===== config.mk =====
export PLATFORM = sky130hd
export DESIGN_NAME = coarse_cfo_phase_sequencer
export DESIGN_NICKNAME = d
export VERILOG_FILES = /design/src/rtl/coarse_cfo_pkg.sv /design/src/rtl/coarse_cfo_phase_timer.sv /design/src/rtl/coarse_cfo_phase_sequencer.sv
export SDC_FILE = /design/constraint.sdc
export NUM_CORES = 1
export LEC_CHECK = 0
export CAP_MARGIN = 0
export CORE_ASPECT_RATIO = 1.25
export CORE_MARGIN = 2
export CORE_UTILIZATION = 59
export CTS_CLUSTER_DIAMETER = 50
export DETAILED_ROUTE_END_ITERATION = 12
export PLACE_DENSITY = 0.79
export SYNTH_ARGS = -nofsm -noshare
export SYNTH_HDL_FRONTEND = slang
export SYNTH_HIERARCHICAL = 1
export SYNTH_SLANG_ARGS = --single-unit

===== constraint.sdc =====
create_clock -name ap_clk -period 3.15 [get_ports ap_clk]
set_clock_uncertainty 0.1 [all_clocks]
set_input_delay 0.315 -clock ap_clk [delete_from_list [all_inputs] [get_ports ap_clk]]
set_output_delay 0.315 -clock ap_clk [all_outputs]
set_load 0.01 [all_outputs]

===== src/rtl/coarse_cfo_pkg.sv =====
// coarse_cfo_pkg: shared phase/state types and sizing constants for the coarse-CFO sequencer
package coarse_cfo_pkg;
  localparam int NUM_PHASES = 3;
  localparam int CNT_W      = 20;
  typedef enum logic [1:0] {PH_A = 2'd0, PH_EST = 2'd1, PH_D = 2'd2} phase_e;
  typedef enum logic [2:0] {IDLE, RUN_A, RUN_EST, RUN_D, DONE, ERR} seq_state_e;
endpackage


===== src/rtl/coarse_cfo_phase_timer.sv =====
// coarse_cfo_phase_timer: saturating per-phase cycle counter with watchdog compare
module coarse_cfo_phase_timer import coarse_cfo_pkg::*; #(
  parameter int TIMEOUT = 65535
) (
  input  logic             ap_clk,
  input  logic             ap_rst_n,
  input  logic             clr,
  input  logic             en,
  input  logic             lat,
  output logic [CNT_W-1:0] value,
  output logic             hit
);
  logic [CNT_W-1:0] cnt;
  // value counts the current cycle too, so it is what gets latched on a done pulse
  always_comb begin
    value = &cnt ? cnt : cnt + 1'b1;
    hit   = value >= CNT_W'(TIMEOUT);
  end
  always_ff @(posedge ap_clk or negedge ap_rst_n)
    if (!ap_rst_n) cnt <= '0;
    else if (clr || lat) cnt <= '0;
    else if (en) cnt <= value;
endmodule


===== src/rtl/coarse_cfo_phase_sequencer.sv =====
// coarse_cfo_phase_sequencer: runs the A/EST/D engines in order behind an ap_* handshake, with watchdog and cycle stats
module coarse_cfo_phase_sequencer import coarse_cfo_pkg::*; #(
  parameter int TIMEOUT = 65535
) (
  input  logic                  ap_clk,
  input  logic                  ap_rst_n,
  input  logic                  ap_start,
  output logic                  ap_ready,
  output logic                  ap_done,
  output logic                  ap_idle,
  input  logic                  ap_continue,
  output logic [NUM_PHASES-1:0] phase_start,
  input  logic [NUM_PHASES-1:0] phase_done,
  output logic                  timeout_err,
  output logic [1:0]            err_phase,
  input  logic [1:0]            stat_sel,
  output logic [CNT_W-1:0]      stat_cycles
);
  seq_state_e       state;
  phase_e           ph;
  logic             running, done_act, hit;
  logic [CNT_W-1:0] value;
  logic [CNT_W-1:0] stats [4];
  always_comb begin
    running  = state inside {RUN_A, RUN_EST, RUN_D};
    ph       = state == RUN_EST ? PH_EST : state == RUN_D ? PH_D : PH_A;
    done_act = running && phase_done[ph];
  end
  coarse_cfo_phase_timer #(.TIMEOUT(TIMEOUT)) u_timer (
    .ap_clk   (ap_clk),
    .ap_rst_n (ap_rst_n),
    .clr      (state == IDLE),
    .en       (running),
    .lat      (done_act),
    .value    (value),
    .hit      (hit)
  );
  // stats[3] is never written so stat_sel=3 reads back zero
  always_ff @(posedge ap_clk or negedge ap_rst_n)
    if (!ap_rst_n) begin
      state       <= IDLE;
      ap_ready    <= 1'b0;
      ap_done     <= 1'b0;
      ap_idle     <= 1'b1;
      phase_start <= '0;
      timeout_err <= 1'b0;
      err_phase   <= '0;
      stats       <= '{default: '0};
      stat_cycles <= '0;
    end else begin
      ap_ready    <= 1'b0;
      stat_cycles <= stats[stat_sel];
      case (state)
        IDLE: if (ap_start) begin
          state       <= RUN_A;
          ap_ready    <= 1'b1;
          ap_idle     <= 1'b0;
          phase_start <= NUM_PHASES'(1);
          timeout_err <= 1'b0;
          stats       <= '{default: '0};
        end
        RUN_A, RUN_EST, RUN_D:
          if (done_act) begin
            stats[ph]   <= value;
            state       <= ph == PH_A ? RUN_EST : ph == PH_EST ? RUN_D : DONE;
            phase_start <= phase_start << 1;
            ap_done     <= ph == PH_D;
          end else if (hit) begin
            state       <= ERR;
            phase_start <= '0;
            ap_done     <= 1'b1;
            timeout_err <= 1'b1;
            err_phase   <= ph;
          end
        default: if (ap_continue) begin
          state   <= IDLE;
          ap_done <= 1'b0;
          ap_idle <= 1'b1;
        end
      endcase
    end
endmodule

# --- After elaboration in Yosys (flattened, before gate mapping) ---
# Index checks and enable logic that the tools add are counted.
classes:
  reduce_logical: 20
  bitwise: 5
  addsub: 1
  muxes: 37
  magnitude_cmp: 5
  eq_ne: 10
ops:
  columns: ["cell", "n"]
  rows:
  - ["two-way mux 80 bit", 2]
  - ["one-hot mux 80 bit (2 select lines)", 1]
  - ["two-way mux 20 bit", 6]
  - ["bitwise mux 80 bit", 1]
  - ["binary-select mux 20 bit (select 2 bit)", 1]
  - ["demux 20 bit (select 2 bit)", 1]
  - ["two-way mux 3 bit", 8]
  - ["adder 20 x 1 -> 20 bit (second input constant)", 1]
  - ["greater-or-equal comparator 20 x 16 -> 1 bit (second input constant)", 1]
  - ["AND reduction 20 bit", 1]
  - ["AND reduction 3 bit", 6]
  - ["one-hot mux 3 bit (2 select lines)", 2]
  - ["two-way mux 1 bit", 9]
  - ["nonzero test 2 bit", 4]
  - ["equality test 3 x 2 -> 1 bit (second input constant)", 2]
  - ["greater-or-equal comparator 3 bit (second input constant)", 2]
  - ["!= test 2 bit (second input constant)", 3]
  - ["inverter 2 -> 3 bit", 2]
  - ["one-hot mux 1 bit (2 select lines)", 3]
  - ["nonzero test 3 bit", 2]
  - ["two-way mux 2 bit", 2]
  - ["AND reduction 4 bit", 1]
  - ["equality test 3 x 1 -> 1 bit (second input constant)", 1]
  - ["zero test 3 bit", 1]
  - ["12 further kinds", 15]
word_totals:
  regBits: 132
  wordCells: 91

# --- Depth between registers and ports, before layout ---
# Gate-level depths: netlist of the first run.
depth:
  word_depth: 11
  mapped_depth: 10
  ltp_nobuf: 10

# --- Cells and area by module ---
# Netlist of the first run, hierarchy kept.
modules_own_cells:
  columns: ["module", "cells_per_inst", "area_each_um2", "n_inst"]
  rows:
  - ["coarse_cfo_phase_sequencer", 372, 4525.6, 1]
  - ["coarse_cfo_phase_timer", 181, 1510.2, 1]

# --- Worst setup path after synthesis of the first run ---
# OpenSTA, ideal clock, no wires.
synth_path:
  kind: "register -> register"
  startpoint: "register u_timer.cnt[9]"
  endpoint: "register phase_start[1]"
  t_required_ps: 2929
  n_path_buf: 1
  synth_period_minus_slack_ps: 2555
  arrival_time_ps: 2334
  path_slack_ps: 595
  stages_incl_launch_ff: 11
  path_cell_list: "dfrtp_1 buf_2 nand4_2 nor4_4 nor2_2 a21oi_1 nand4_1 o31ai_1 or2_1 o21ai_2 a22o_1"
synth_via:
  elab_chain_len: 5
synth_rtl:
  columns: ["item", "line", "rtl"]
  rows:
  - ["start: declaration", "coarse_cfo_phase_timer.sv:13", "logic [CNT_W-1:0] cnt;"]
  - ["start signal: assignment", "coarse_cfo_phase_timer.sv:22", "else if (en) cnt <= value;"]
  - ["AND reduction 20 bit", "coarse_cfo_phase_timer.sv:16", "value = &cnt ? cnt : cnt + 1'b1;"]
  - ["two-way mux 20 bit", "coarse_cfo_phase_timer.sv:16", null]
  - ["net value[8]", "coarse_cfo_phase_sequencer.sv:22", "logic [CNT_W-1:0] value;"]
  - ["greater-or-equal comparator 20 x 16 -> 1 bit", "coarse_cfo_phase_timer.sv:17", "hit = value >= CNT_W'(TIMEOUT);"]
  - ["net hit", "coarse_cfo_phase_sequencer.sv:21", "logic running, done_act, hit;"]
  - ["!= test 3 x 2 -> 1 bit (no line)", null, null]
  - ["AND reduction 3 bit (no line)", null, null]
  - ["end signal: assignment", "coarse_cfo_phase_sequencer.sv:66", "phase_start <= phase_start << 1;"]
  - ["end: declaration", "coarse_cfo_phase_sequencer.sv:12", "output logic [NUM_PHASES-1:0] phase_start,"]
# The timed path passes the listed nets, and every way through them passes these cells.
# A chain may end at the register's enable or synchronous reset.

# --- Worst setup path after layout of the first run ---
layout_path:
  startpoint: "register u_timer.cnt[1]"
  endpoint: "register state[1]"
layout_via:
  elab_chain_len: 5
layout_rtl:
  columns: ["item", "line", "rtl"]
  rows:
  - ["adder 20 x 1 -> 20 bit or AND reduction 20 bit (tied branches)", "coarse_cfo_phase_timer.sv:16", null]
  - ["two-way mux 20 bit *", "coarse_cfo_phase_timer.sv:16", null]
  - ["net value[16]", "coarse_cfo_phase_sequencer.sv:22", null]
  - ["greater-or-equal comparator 20 x 16 -> 1 bit *", "coarse_cfo_phase_timer.sv:17", null]
  - ["net hit", "coarse_cfo_phase_sequencer.sv:21", null]
  - ["!= test 3 x 2 -> 1 bit (no line) *", null, null]
  - ["AND reduction 3 bit (no line) *", null, null]
  - ["end signal: assignment", "coarse_cfo_phase_sequencer.sv:65", "state <= ph == PH_A ? RUN_EST : ph == PH_EST ? RUN_D : DONE;"]
  - ["end: declaration", "coarse_cfo_phase_sequencer.sv:19", "seq_state_e state;"]
# Mark *: on every way through the listed nets, which the timed path passes. The rest lies on a longest branch.

==> results of run 1 <==
==> sequential cells by signal, indices dropped and copies added (netlist names) <==
register	count
state	3
timeout_err	1
stats	80
stat_cycles	20
ap_idle	1
phase_start	3
err_phase	2
ap_done	1
u_timer/cnt	20
ap_ready	1
==> layout make-up <==
cell class | count | area, um^2 | area share (%)
repair buffers | 57 | 546 | 7.56
inverters | 2 | 7.51 | 0.104
flip-flops and latches | 132 | 3300 | 45.8
multi-input cells | 378 | 2550 | 35.4
clock inverters | 8 | 146 | 2.03
well taps | 129 | 161 | 2.24
clock buffers | 23 | 498 | 6.90
==> power groups by stage <==
stage	registers [mW]	logic, mW	clock network, mW
after detailed placement	2.01	1.26	0
after global placement	2.00	1.22	0
after CTS	1.98	1.28	2.15
final	1.99	1.28	2.13
after global routing	2.01	1.39	2.23
after floorplan	1.96	0.868	0
==> cells in the mapped netlist, types with 3 or more instances <==
cell type | n | share of area [%]
a21oi_1 | 14 | 1.2
a22o_1 | 23 | 3.3
a31oi_1 | 3 | 0.31
and2_1 | 21 | 2.2
and4_1 | 5 | 0.73
buf_2 | 20 | 1.7
clkbuf_1 | 17 | 1.1
dfrtp_1 | 131 | 54
mux2_2 | 4 | 0.75
mux2i_1 | 15 | 2.5
mux4_2 | 20 | 7.5
nand2_1 | 102 | 6.3
nand2b_1 | 6 | 0.62
nand3_1 | 11 | 0.91
nand3b_1 | 4 | 0.50
nand4_1 | 9 | 0.93
nor2_1 | 37 | 2.3
nor2b_1 | 3 | 0.31
nor3_1 | 4 | 0.33
o21ai_0 | 38 | 3.2
o21ai_1 | 5 | 0.41
xnor2_1 | 5 | 0.73
xor2_1 | 13 | 1.9
==> per-layer routing <==
| layer | routed length (um) | global-route usage [%] | part of all wire, % | up-vias |
|---|---|---|---|---|
| met5 | 0 | 0 | 0 | - |
| met4 | 270 | 9.28 | 2.0 | 0 |
| met3 | 785 | 6.79 | 5.7 | 31 |
| met2 | 6870 | 43.6 | 50 | 181 |
| met1 | 5840 | 36.2 | 42 | 2261 |
| li1 | - | - | - | 2010 |
==> layout by cell type (no fill, tap or decap), drive strengths merged, types with 3 or more instances in the layout <==
cell,n
buf,20
nand2,103
clkinv,3
nand3b,4
clkdlybuf4s50,36
bufinv,4
mux2,4
nor2b,3
a21oi,15
o21ai,44
nor2,39
nand4,10
nand3,12
dfrtp,131
nand2b,6
a31oi,3
and2,21
and4,5
mux4,20
mux2i,15
xnor2,5
clkbuf,23
a22o,23
nor3,4
xor2,13
==> worst max-delay path, cell delays in order (launching register included) <==
cell,delay [ns]
dfrtp_1,0.42
ha_1,0.24
nand3_1,0.19
nor4_4,0.43
and4_1,0.26
nor2_1,0.10
a211oi_1,0.27
o31ai_2,0.16
or2_1,0.30
o21ai_1,0.17
o2bb2ai_1,0.16
==> kinds of logic (layout without fill, tap and decap cells) <==
logic type / count (synthesis) / after routing / synth area share [%]
AND/OR/NAND/NOR: 218 / 218 / 17.4
flip-flops: 132 / 132 / 54.7
AO/OA/AOI/OAI: 102 / 102 / 11.1
buffers and inverters: 43 / 90 / 3.23
multiplexers: 39 / 39 / 10.7
XOR/XNOR: 18 / 18 / 2.61
adder cells (fa/ha/maj): 1 / 1 / 0.207
==> how the worst min path moves through the flow <==
stage,startpoint,end,slack (ns)
after floorplan,ap_rst_n,ap_done,-0.08
after global placement,ap_rst_n,stat_cycles[17],0.13
after detailed placement,ap_rst_n,stat_cycles[12],0.14
after CTS,ap_rst_n,stat_cycles[17],0.25
after global routing,ap_rst_n,stats[18],0.26
final,ap_rst_n,stats[18],0.24
==> timing repair <==
item,in CTS,in global routing
resized for setup,0,2
endpoints found under the hold margin,22,0
setup endpoints to repair,0,7
hold buffers,1,0
buffers inserted,0,1
==> reports/qor.txt, run 1 <==
Final hold slack: 0.245 ns
Antenna violations before repair: 0
Vias per std cell: 6.15
Syn avg cell area: 10.9 um^2
WL final: 13,800 um
Fill count: 710
Number of placed instances, taps included: 696
Num CTS Buffers: 17
Vias: 4,483
Final period util: 91.8%
Max-cap violations: 0
P_sw: 1.68 mW
Clk buf depth: 2
Clk_lat worst skew: 0.42 ns
Syn nets: 563
Root buf cell: clkbuf_16
Reg power frac: 36.8%
Net Sw Frac: 31.1%
Crit. Startpoint: u_timer/cnt[1]
Vias in the first global route: 4,379
RSZ-0062 raised after global routing: no
Crit end category: flip-flop
Worst Reg2Reg Path Length in Cells: 10
Slew Limit Headroom: 42.5%
CP Max Fanout: 6
Layout Utilization: 71.8%
Residual DRC: 0
Reg-to-reg endpoint: state[1]
Routed WL per cell: 18.9 um
GRT Total Usage: 27.0%
Starting DRT DRC Count: 468
Gr ovfl total: 0
Die area: 11,100 um^2
Final Hold Fails: 0
Fmax: 0.346 GHz
EDFF count, synth: 0
Total Neg Setup Slack: 0 ns
Placed standard-cell area: 6540 um^2
PwrDens: 748 nW/um^2
Sequential-to-total area share from yosys stat: 54.7%
Critical Path RT: 3.37 ns
# H-tree levels: 4
Async SR Flop Fraction: 100%
Chip height: 117 um
Die Wd: 94.5 um
Critical path endpoint: state[1]
Crit Reg-Reg Startpoint: u_timer/cnt[1]
Leakage: 3.27 nW
#FFs+latches synth: 132
R2R Setup Slk: 0.26 ns
Worst vdd ir: 0.526 mV
Clock power share: 39.4%
Most used flip-flop cell after synthesis: dfrtp_1
Final Cell Area: 7220 um^2
Internal Pwr Total: 3.72 mW
First-pass DRT Iterations: 6
N_diodes: 0
CTS Sinks: 132
Yosys cell types: 57
Slew @ Worst Pin: 0.862 ns
TritonCTS clock tree: yes
Fin cells: 729
Post-synthesis cell count: 553
Post-route antenna net violation count: 0
Pwr Total: 5.40 mW
Post-place setup slack: 0.0696 ns
Initial core utilization: 60.0%
Setup ws final: 0.257 ns
Crit path kind: flip-flop to flip-flop
Fin crit period: 2.89 ns
Pin count of the biggest net entering global routing: 72
GP Congestion: 0.928
Synth warn: 6
I/O Buffers: 37
Layout area overhead: 19.5%
Total Nets Final: 598
Final Slew Violations: 0
Hold Path Class: input port to async pin
Post-Syn Area: 6040 um^2
Core area: 10,100 um^2
IO Pins: 38
WP data arrival: 3.12 ns
Part of the power in combinational logic: 23.8%
Final HPWL DP: 8530 um
Count of final setup violators: 0
First-pass GRT wire length: 22,500 um
Layout cells sized above 1: 14.8%
Nature of the critical path startpoint: flip-flop
Core Rows: 41
CTS clock-pin slew for the worst setup and hold paths: 0.06 ns
Outcome: complete, no violations
Power figures use the tool's default switching activity.
==> inputs of run 2 (changes only) <==
Settings changed: CORE_UTILIZATION 59 to 63, DONT_BUFFER_PORTS set to 1.
==> reports/qor.txt, run 2 (synthesis results as in run 1) <==
Outcome: finished, violations left (was complete, no violations)
Failing checks: negative hold slack
Layout Utilization: 72.9% (was 71.8%)
Final Slew Violations: 0 (unchanged)
Initial core utilization: 65.4% (was 60.0%)
Routed WL per cell: 19.8 um (was 18.9 um)
WP data arrival: 3.16 ns (was 3.12 ns)
Crit-path cells: ha_1, nand3_1, nor4_2, and4_1, nor2_1, a211oi_1, o31ai_1, buf_4, or2_1, o21ai_2, a22o_1 (was ha_1, nand3_1, nor4_4, and4_1, nor2_1, a211oi_1, o31ai_2, or2_1, o21ai_1, o2bb2ai_1)
Clk buf depth: 2 (unchanged)
Die area: 10,400 um^2 (was 11,100 um^2)
Vias in the first global route: 4,276 (was 4,379)
GRT Total Usage: 27.6% (was 27.0%)
Max-cap violations: 0 (unchanged)
Worst path buffer plus inverter count: 1 (was 0)
Total Nets Final: 559 (was 598)
Fin crit period: 2.92 ns (was 2.89 ns)
First-pass GRT wire length: 22,100 um (was 22,500 um)
# H-tree levels: 4 (unchanged)
I/O Buffers: 0 (was 37)
Final Cell Area: 6720 um^2 (was 7220 um^2)
Pin count of the biggest net entering global routing: 133 (was 72)
Hold Path Class: input port to async pin (unchanged)
Final period util: 92.6% (was 91.8%)
Die Wd: 91.5 um (was 94.5 um)
Fin cells: 682 (was 729)
RSZ-0062 raised after global routing: no (unchanged)
Vias: 4,358 (was 4,483)
PwrDens: 739 nW/um^2 (was 748 nW/um^2)
Starting DRT DRC Count: 398 (was 468)
Max reg flops: 80 (unchanged)
Core area: 9220 um^2 (was 10,100 um^2)
Root buf cell: clkbuf_16 (unchanged)
CTS Sinks: 132 (unchanged)
Worst vdd ir: 0.673 mV (was 0.526 mV)
Crit end category: flip-flop (unchanged)
Layout cells sized above 1: 14.1% (was 14.8%)
Slowest cell on crit path: dfrtp_1 (was nor4_4)
Slew @ Worst Pin: 0.822 ns (was 0.862 ns)
Core Rows: 39 (was 41)
Placed standard-cell area: 6090 um^2 (was 6540 um^2)
Chip height: 113 um (was 117 um)
Largest register by flop count: stats (unchanged)
Final Hold Fails: 132 (was 0)
Post-place setup slack: 0.228 ns (was 0.0696 ns)
Most common cell after layout, fill and taps aside: dfrtp_1 (unchanged)
Clk_lat worst skew: 0.40 ns (was 0.42 ns)
Critical Path RT: 3.39 ns (was 3.37 ns)
Crit-path leading delay family: simple AND/OR/NAND/NOR gates (unchanged)
Vias per std cell: 6.39 (was 6.15)
Count of final setup violators: 0 (unchanged)
CP Max Fanout: 7 (was 6)
WL final: 13,500 um (was 13,800 um)
Biggest cell delay along the critical path: 0.46 ns (was 0.43 ns)
IO Pins: 38 (unchanged)
First-pass DRT Iterations: 5 (was 6)
Antenna violations before repair: 0 (unchanged)
Slew Limit Headroom: 45.2% (was 42.5%)
Total Neg Setup Slack: 0 ns (unchanged)
Gr ovfl total: 0 (unchanged)
Nature of the critical path startpoint: flip-flop (unchanged)
Residual DRC: 0 (unchanged)
N_diodes: 0 (unchanged)
Commonest non-fill, non-tap cells in the layout: dfrtp_1 (131), nand2_1 (102), o21ai_0 (38), nor2_1 (36), a22o_1 (23) (was dfrtp_1 (131), nand2_1 (102), o21ai_0 (38), nor2_1 (37), clkdlybuf4s50_1 (36))
Setup ws final: 0.234 ns (was 0.257 ns)
Crit path kind: flip-flop to flip-flop (unchanged)
CTS clock-pin slew for the worst setup and hold paths: 0.05 ns (was 0.06 ns)
Layout area overhead: 11.3% (was 19.5%)
Fmax: 0.343 GHz (was 0.346 GHz)
Biggest regs: stats x80, stat_cycles x20, u_timer/cnt x20 (unchanged)
TritonCTS clock tree: yes (unchanged)
Final hold slack: -0.497 ns (was 0.245 ns)
Final HPWL DP: 7770 um (was 8530 um)
Number of placed instances, taps included: 646 (was 696)
Leakage: 3.06 nW (was 3.27 nW)
GP Congestion: 0.987 (was 0.928)
Pwr Total: 4.96 mW (was 5.40 mW)
Post-route antenna net violation count: 0 (unchanged)
Num CTS Buffers: 17 (unchanged)
==> run 2: final cells by class <==
| class | count | area (um^2) |
|---|---|---|
| sequential | 132 | 3300 |
| multi-input combinational | 378 | 2540 |
| fill | 566 | 2500 |
| clock buffer | 24 | 492 |
| tap | 123 | 154 |
| timing repair buffer | 18 | 145 |
| clock inverter | 5 | 75.1 |
| inverter | 2 | 7.51 |
==> run 2: report_power, final <==
group | switching, mW | internal, mW | leakage, nW
Combinational | 0.684 | 0.361 | 0.956
Clock | 0.663 | 1.23 | 0.282
Sequential | 0.188 | 1.84 | 1.82
==> run 2: final timing paths <==
check	cells past startpoint	endpoint	slack [ns]	from
worst max-delay path	11	phase_start[1]	0.23	u_timer/cnt[0]
worst min-delay path	0	stat_cycles[13]	-0.50	ap_rst_n
worst max register to register	11	phase_start[1]	0.23	u_timer/cnt[0]
worst min register to register	2	stats[56]	0.38	stats[56]
max in group asynchronous	0	ap_idle	3.26	ap_rst_n
min in group ap_clk	1	stat_cycles[5]	0.01	stat_sel[1]
==> run 2: metal layers <==
layer	global-route usage (%)	part of all wire (%)
met5	0	0
met4	8.48	1.6
met3	6.80	5.9
met2	46.3	51
met1	35.8	42
==> run 2: what timing repair did <==
action | 4_1_cts | 5_1_grt
resized for setup | 0 | 0
endpoints found under the hold margin | 143 | 136
buffers inserted | 0 | 3
endpoints found under the setup margin | 0 | 2
hold buffers | 3 | 1
==> run 2: worst register-to-register path, stage by stage (launching register included) <==
cell	delay [ns]
dfrtp_1	0.46
ha_1	0.26
nand3_1	0.15
nor4_2	0.31
and4_1	0.24
nor2_1	0.10
a211oi_1	0.29
o31ai_1	0.14
buf_4	0.17
or2_1	0.26
o21ai_2	0.21
a22o_1	0.16
==> inputs of run 3 (changes only) <==
Settings changed: CELL_PAD_IN_SITES_DETAIL_PLACEMENT set to 0, CELL_PAD_IN_SITES_GLOBAL_PLACEMENT set to 1, CORE_ASPECT_RATIO 1.25 to unset, CORE_MARGIN 2 to unset, CORE_UTILIZATION 63 to 51, PLACE_DENSITY 0.79 to unset, PLACE_DENSITY_LB_ADDON set to 0.1.
==> reports/qor.txt, run 3 (synthesis results as in run 1) <==
Clk_lat worst skew: 0.42 ns (was 0.40 ns)
Largest register by flop count: stats (unchanged)
Setup ws final: 0.317 ns (was 0.234 ns)
Fill count: 963 (was 566)
First-pass GRT wire length: 21,900 um (was 22,100 um)
I/O Buffers: 0 (unchanged)
Initial core utilization: 52.6% (was 65.4%)
Vias in the first global route: 3,950 (was 4,276)
Pwr Total: 5.05 mW (was 4.96 mW)
Final Hold Fails: 132 (unchanged)
Layout area overhead: 11.7% (was 11.3%)
Slew Limit Headroom: 27.7% (was 45.2%)
Layout Utilization: 58.8% (was 72.9%)
Hold_buf cts: 3 (unchanged)
Routed WL per cell: 18.7 um (was 19.8 um)
Gr ovfl total: 0 (unchanged)
Slowest cell on crit path: dfrtp_1 (unchanged)
Final hold slack: -0.513 ns (was -0.497 ns)
Internal Pwr Total: 3.46 mW (was 3.43 mW)
Crit end category: flip-flop (unchanged)
Final HPWL DP: 8020 um (was 7770 um)
WP data arrival: 3.07 ns (was 3.16 ns)
Biggest cell delay along the critical path: 0.46 ns (about the same)
Part of the power in combinational logic: 20.8% (was 21.1%)
N_diodes: 0 (unchanged)
Count of final setup violators: 0 (unchanged)
# H-tree levels: 4 (unchanged)
Crit path kind: flip-flop to flip-flop (unchanged)
Total Nets Final: 556 (was 559)
Number of placed instances, taps included: 667 (was 646)
Reg power frac: 40.1% (was 40.8%)
Root buf cell: clkbuf_16 (unchanged)
Clk buf depth: 2 (unchanged)
PwrDens: 748 nW/um^2 (was 739 nW/um^2)
Nature of the critical path startpoint: flip-flop (unchanged)
Leakage: 3.05 nW (was 3.06 nW)
CTS clock-pin slew for the worst setup and hold paths: 0.06 ns (was 0.05 ns)
Max-cap violations: 0 (unchanged)
Crit-path leading delay family: simple AND/OR/NAND/NOR gates (unchanged)
Biggest regs: stats x80, stat_cycles x20, u_timer/cnt x20 (unchanged)
Chip height: 111 um (was 113 um)
Max reg flops: 80 (unchanged)
GP Congestion: 0.857 (was 0.987)
Num CTS Buffers: 17 (unchanged)
Net Sw Frac: 31.5% (was 30.9%)
Failing checks: negative hold slack (unchanged)
Fmax: 0.353 GHz (was 0.343 GHz)
Final period util: 89.9% (was 92.6%)
Commonest non-fill, non-tap cells in the layout: dfrtp_1 (130), nand2_1 (102), o21ai_0 (38), nor2_1 (36), a22o_1 (23) (was dfrtp_1 (131), nand2_1 (102), o21ai_0 (38), nor2_1 (36), a22o_1 (23))
IO Pins: 38 (unchanged)
Residual DRC: 0 (unchanged)
TritonCTS clock tree: yes (unchanged)
Antenna violations before repair: 0 (unchanged)
Final Slew Violations: 0 (unchanged)
Starting DRT DRC Count: 390 (was 398)
Layout cells sized above 1: 14.4% (was 14.1%)
Die area: 12,300 um^2 (was 10,400 um^2)
RSZ-0062 raised after global routing: no (unchanged)
Worst path buffer plus inverter count: 1 (unchanged)
CTS Sinks: 132 (unchanged)
Clock power share: 39.1% (was 38.2%)
Core Rows: 39 (unchanged)
Total Neg Setup Slack: 0 ns (unchanged)
Fin crit period: 2.83 ns (was 2.92 ns)
Post-place setup slack: 0.295 ns (was 0.228 ns)
Fin cells: 700 (was 682)
Core area: 11,500 um^2 (was 9220 um^2)
Vias: 4,077 (was 4,358)
Vias per std cell: 5.82 (was 6.39)
P_sw: 1.59 mW (was 1.54 mW)
Die Wd: 111 um (was 91.5 um)
Worst vdd ir: 0.558 mV (was 0.673 mV)
First-pass DRT Iterations: 4 (was 5)
Slew @ Worst Pin: 1.08 ns (was 0.822 ns)
Critical Path RT: 3.39 ns (about the same)
GRT Total Usage: 23.2% (was 27.6%)
Crit-path cells: ha_1, and3_1, nand2_1, nor2_1, mux2_2, nand4_1, o31ai_1, buf_4, or2_1, o21ai_1, o2bb2ai_1 (was ha_1, nand3_1, nor4_2, and4_1, nor2_1, a211oi_1, o31ai_1, buf_4, or2_1, o21ai_2, a22o_1)
Hold Path Class: input port to async pin (unchanged)
Most common cell after layout, fill and taps aside: dfrtp_1 (unchanged)
CP Max Fanout: 7 (unchanged)
WL final: 13,100 um (was 13,500 um)
Post-route antenna net violation count: 0 (unchanged)
Pin count of the biggest net entering global routing: 133 (unchanged)
Outcome: finished, violations left (unchanged)
[run 3: per-stage QoR]
stage / hold WS (ns) / area, um^2
after floorplan: -0.0806 / 6040
after global placement: -0.0774 / 6120
after detailed placement: -0.0780 / 6120
after CTS: -0.524 / 6740
after global routing: -0.527 / 6740
final: -0.513 / 6740
[run 3: final cells by class]
| cell class | instances | area [um^2] | area share (%) |
|---|---|---|---|
| sequential | 132 | 3310 | 49.0 |
| multi-input combinational | 378 | 2540 | 37.7 |
| clock buffer | 21 | 460 | 6.83 |
| tap | 143 | 179 | 2.65 |
| timing repair buffer | 15 | 120 | 1.78 |
| inverter | 2 | 7.51 | 0.111 |
| clock inverter | 9 | 130 | 1.93 |
[run 3: worst paths after layout]
path	from	end	slack, ns	depth (start not counted)
worst max-delay path	u_timer/cnt[0]	state[1]	0.32	11
worst min register to register	stats[44]	stats[44]	0.38	2
max in group asynchronous	ap_rst_n	ap_idle	3.28	0
min in group ap_clk	phase_done[0]	state[0]	0.02	2
worst max register to register	u_timer/cnt[0]	state[1]	0.32	11
worst min-delay path	ap_rst_n	stat_cycles[14]	-0.51	0
[run 3: worst register-to-register path, stage by stage, from the launching register on]
cell and delay [ns]:
dfrtp_1 0.46, ha_1 0.25, and3_1 0.24, nand2_1 0.17, nor2_1 0.16, mux2_2 0.40, nand4_1 0.11, o31ai_1 0.09
buf_4 0.16, or2_1 0.27, o21ai_1 0.21, o2bb2ai_1 0.14
[run 3: layer usage]
| layer | up-vias | global-route usage (%) | part of all wire [%] |
|---|---|---|---|
| li1 | 1929 | - | - |
| met1 | 2047 | 34.6 | 50 |
| met2 | 87 | 32.5 | 44 |
| met3 | 14 | 5.36 | 3.8 |
| met4 | 0 | 9.60 | 1.7 |
| met5 | - | 0 | 0 |
[run 3: repair_timing]
item / 4_1_cts / 5_1_grt
buffers inserted: 0 / 0
hold endpoints to repair: 153 / 132
endpoints found under the setup margin: 0 / 3
resized for setup: 0 / 1
[run 3: power groups by stage]
stage               logic, mW  clock network, mW  registers (mW)
floorplan               0.868                  0            1.96
global placement         1.04                  0            2.05
detailed placement       1.04                  0            2.05
CTS                      1.06               2.00            2.02
global route             1.15               2.07            2.05
finish                   1.05               1.97            2.02
==> variant, RTL diff (settings of run 1) <==
Put one more register stage on the output `err_phase`, with the module's reset. The value now appears one clock later. The other outputs are not delayed to match.
--- a/src/rtl/coarse_cfo_phase_sequencer.sv
+++ b/src/rtl/coarse_cfo_phase_sequencer.sv
@@ -16,6 +16,8 @@
   input  logic [1:0]            stat_sel,
   output logic [CNT_W-1:0]      stat_cycles
 );
+
+  logic [1:0] err_phase_s0;
   seq_state_e       state;
   phase_e           ph;
   logic             running, done_act, hit;
@@ -44,7 +46,7 @@
       ap_idle     <= 1'b1;
       phase_start <= '0;
       timeout_err <= 1'b0;
-      err_phase   <= '0;
+      err_phase_s0 <= '0;
       stats       <= '{default: '0};
       stat_cycles <= '0;
     end else begin
@@ -70,7 +72,7 @@
             phase_start <= '0;
             ap_done     <= 1'b1;
             timeout_err <= 1'b1;
-            err_phase   <= ph;
+            err_phase_s0 <= ph;
           end
         default: if (ap_continue) begin
           state   <= IDLE;
@@ -79,4 +81,12 @@
         end
       endcase
     end
+  always_ff @(posedge ap_clk or negedge ap_rst_n) begin
+    if (!ap_rst_n) begin
+      err_phase <= '0;
+    end else begin
+      err_phase <= err_phase_s0;
+    end
+  end
+
 endmodule
Check against the original RTL: same outputs for any inputs over 10 cycles, from zero or initial values and one cycle with ap_rst_n low; that may be too few to reach the edited logic, so the function may still have changed.
==> variant against run 1 <==
  * Largest cell class unchanged
  * Fmax shrank 2.2%
  * Power shrank 1.6%
  * Sequential cell count grew 2
  * Routed wire length is 6.3% higher
  * Worst setup slack got worse by 0.064 ns
  * Via count down 0.80%
  * Cell area is 0.43% lower
  * Area after synthesis rose by 0.77%
  * Largest power group is now registers
==> variant: results (changes against run 1) <==
Status - finished, final reports clean
Fillcell total - 728 (+2.5%)
DRT Pass-1 Iters - 5 (-1)
Clock network area share - 0.0777 (-0.0116)
Synth Register Bits - 134 (+1.5%)
Multi-In Gates - 340 (-10%)
Worst path slowest cell - dfrtp_2
Leakage - 3.41 nW (+4.2%)
Detailed Route Iter0 Violations - 328 (-30%)
Tmin final - 2.96 ns (+0.0640 ns)
Synth unique cells - 60 (+5.3%)
Non-clock buffering overhead - 0.0770 (+0.00137)
Vias per cell - 6.37 (+3.6%)
Largest net degree at the start of global routing - 62 (-14%)
Post-DP HPWL - 9.18 mm (+7.6%)
Top post-synthesis cells by area - dfrtp_1 (55%), mux4_2 (7.4%), a22o_1 (6.2%)
Slew HR - 0.367 (-0.0582)
Critical path origin - u_timer/cnt[0]
Met1 usage - 0.375 (+0.0126)
WL final - 14.6 mm (+6.3%)
Sequential cell area - 3360 sq um (+1.7%)
Nets@finish - 567 (-5.2%)
Net switching power - 0.00177 W (+5.3%)
Maximum fanout along the worst path - 7 (+1)
Worst VDD drop - 0.871 mV (+66%)
Register area share after synthesis - 0.552 (+0.00406)
WP data arrival - 3.13 ns (about the same)
Vias in the first global route - 4602 (+5.1%)
Power Density - 739 nW/um^2 (-1.2%)
[variant: cell count changes after synthesis, sizes merged, moves of 3 or more]
cell    before  now
a22o        23   43
buf         23   33
clkbuf      18    7
inv          2    6
mux2i       15   12
nand2      103   63
nand3       12   32
nor2        39   36
o21ai       44    7
[variant: cell families after synthesis]
group / after synthesis / share of synthesized area
AO/OA/AOI/OAI: 87 / 0.109
XOR/XNOR: 18 / 0.0259
adder cells (fa/ha/maj): 1 / 0.00206
buffers and inverters: 46 / 0.0413
flip-flops: 134 / 0.552
multiplexers: 36 / 0.101
AND/OR/NAND/NOR: 198 / 0.168
[variant: layer usage]
metal,vias to the layer above,share of wire
li1,1936,-
met1,2288,0.40
met2,188,0.52
met3,35,0.060
met4,0,0.023
met5,-,0
[variant: per-stage QoR]
stage / total power [W] / cells
floorplan: 0.00299 / 520
global placement: 0.00339 / 666
detailed placement: 0.00343 / 666
CTS: 0.00532 / 698
global route: 0.00554 / 698
finish: 0.00531 / 698
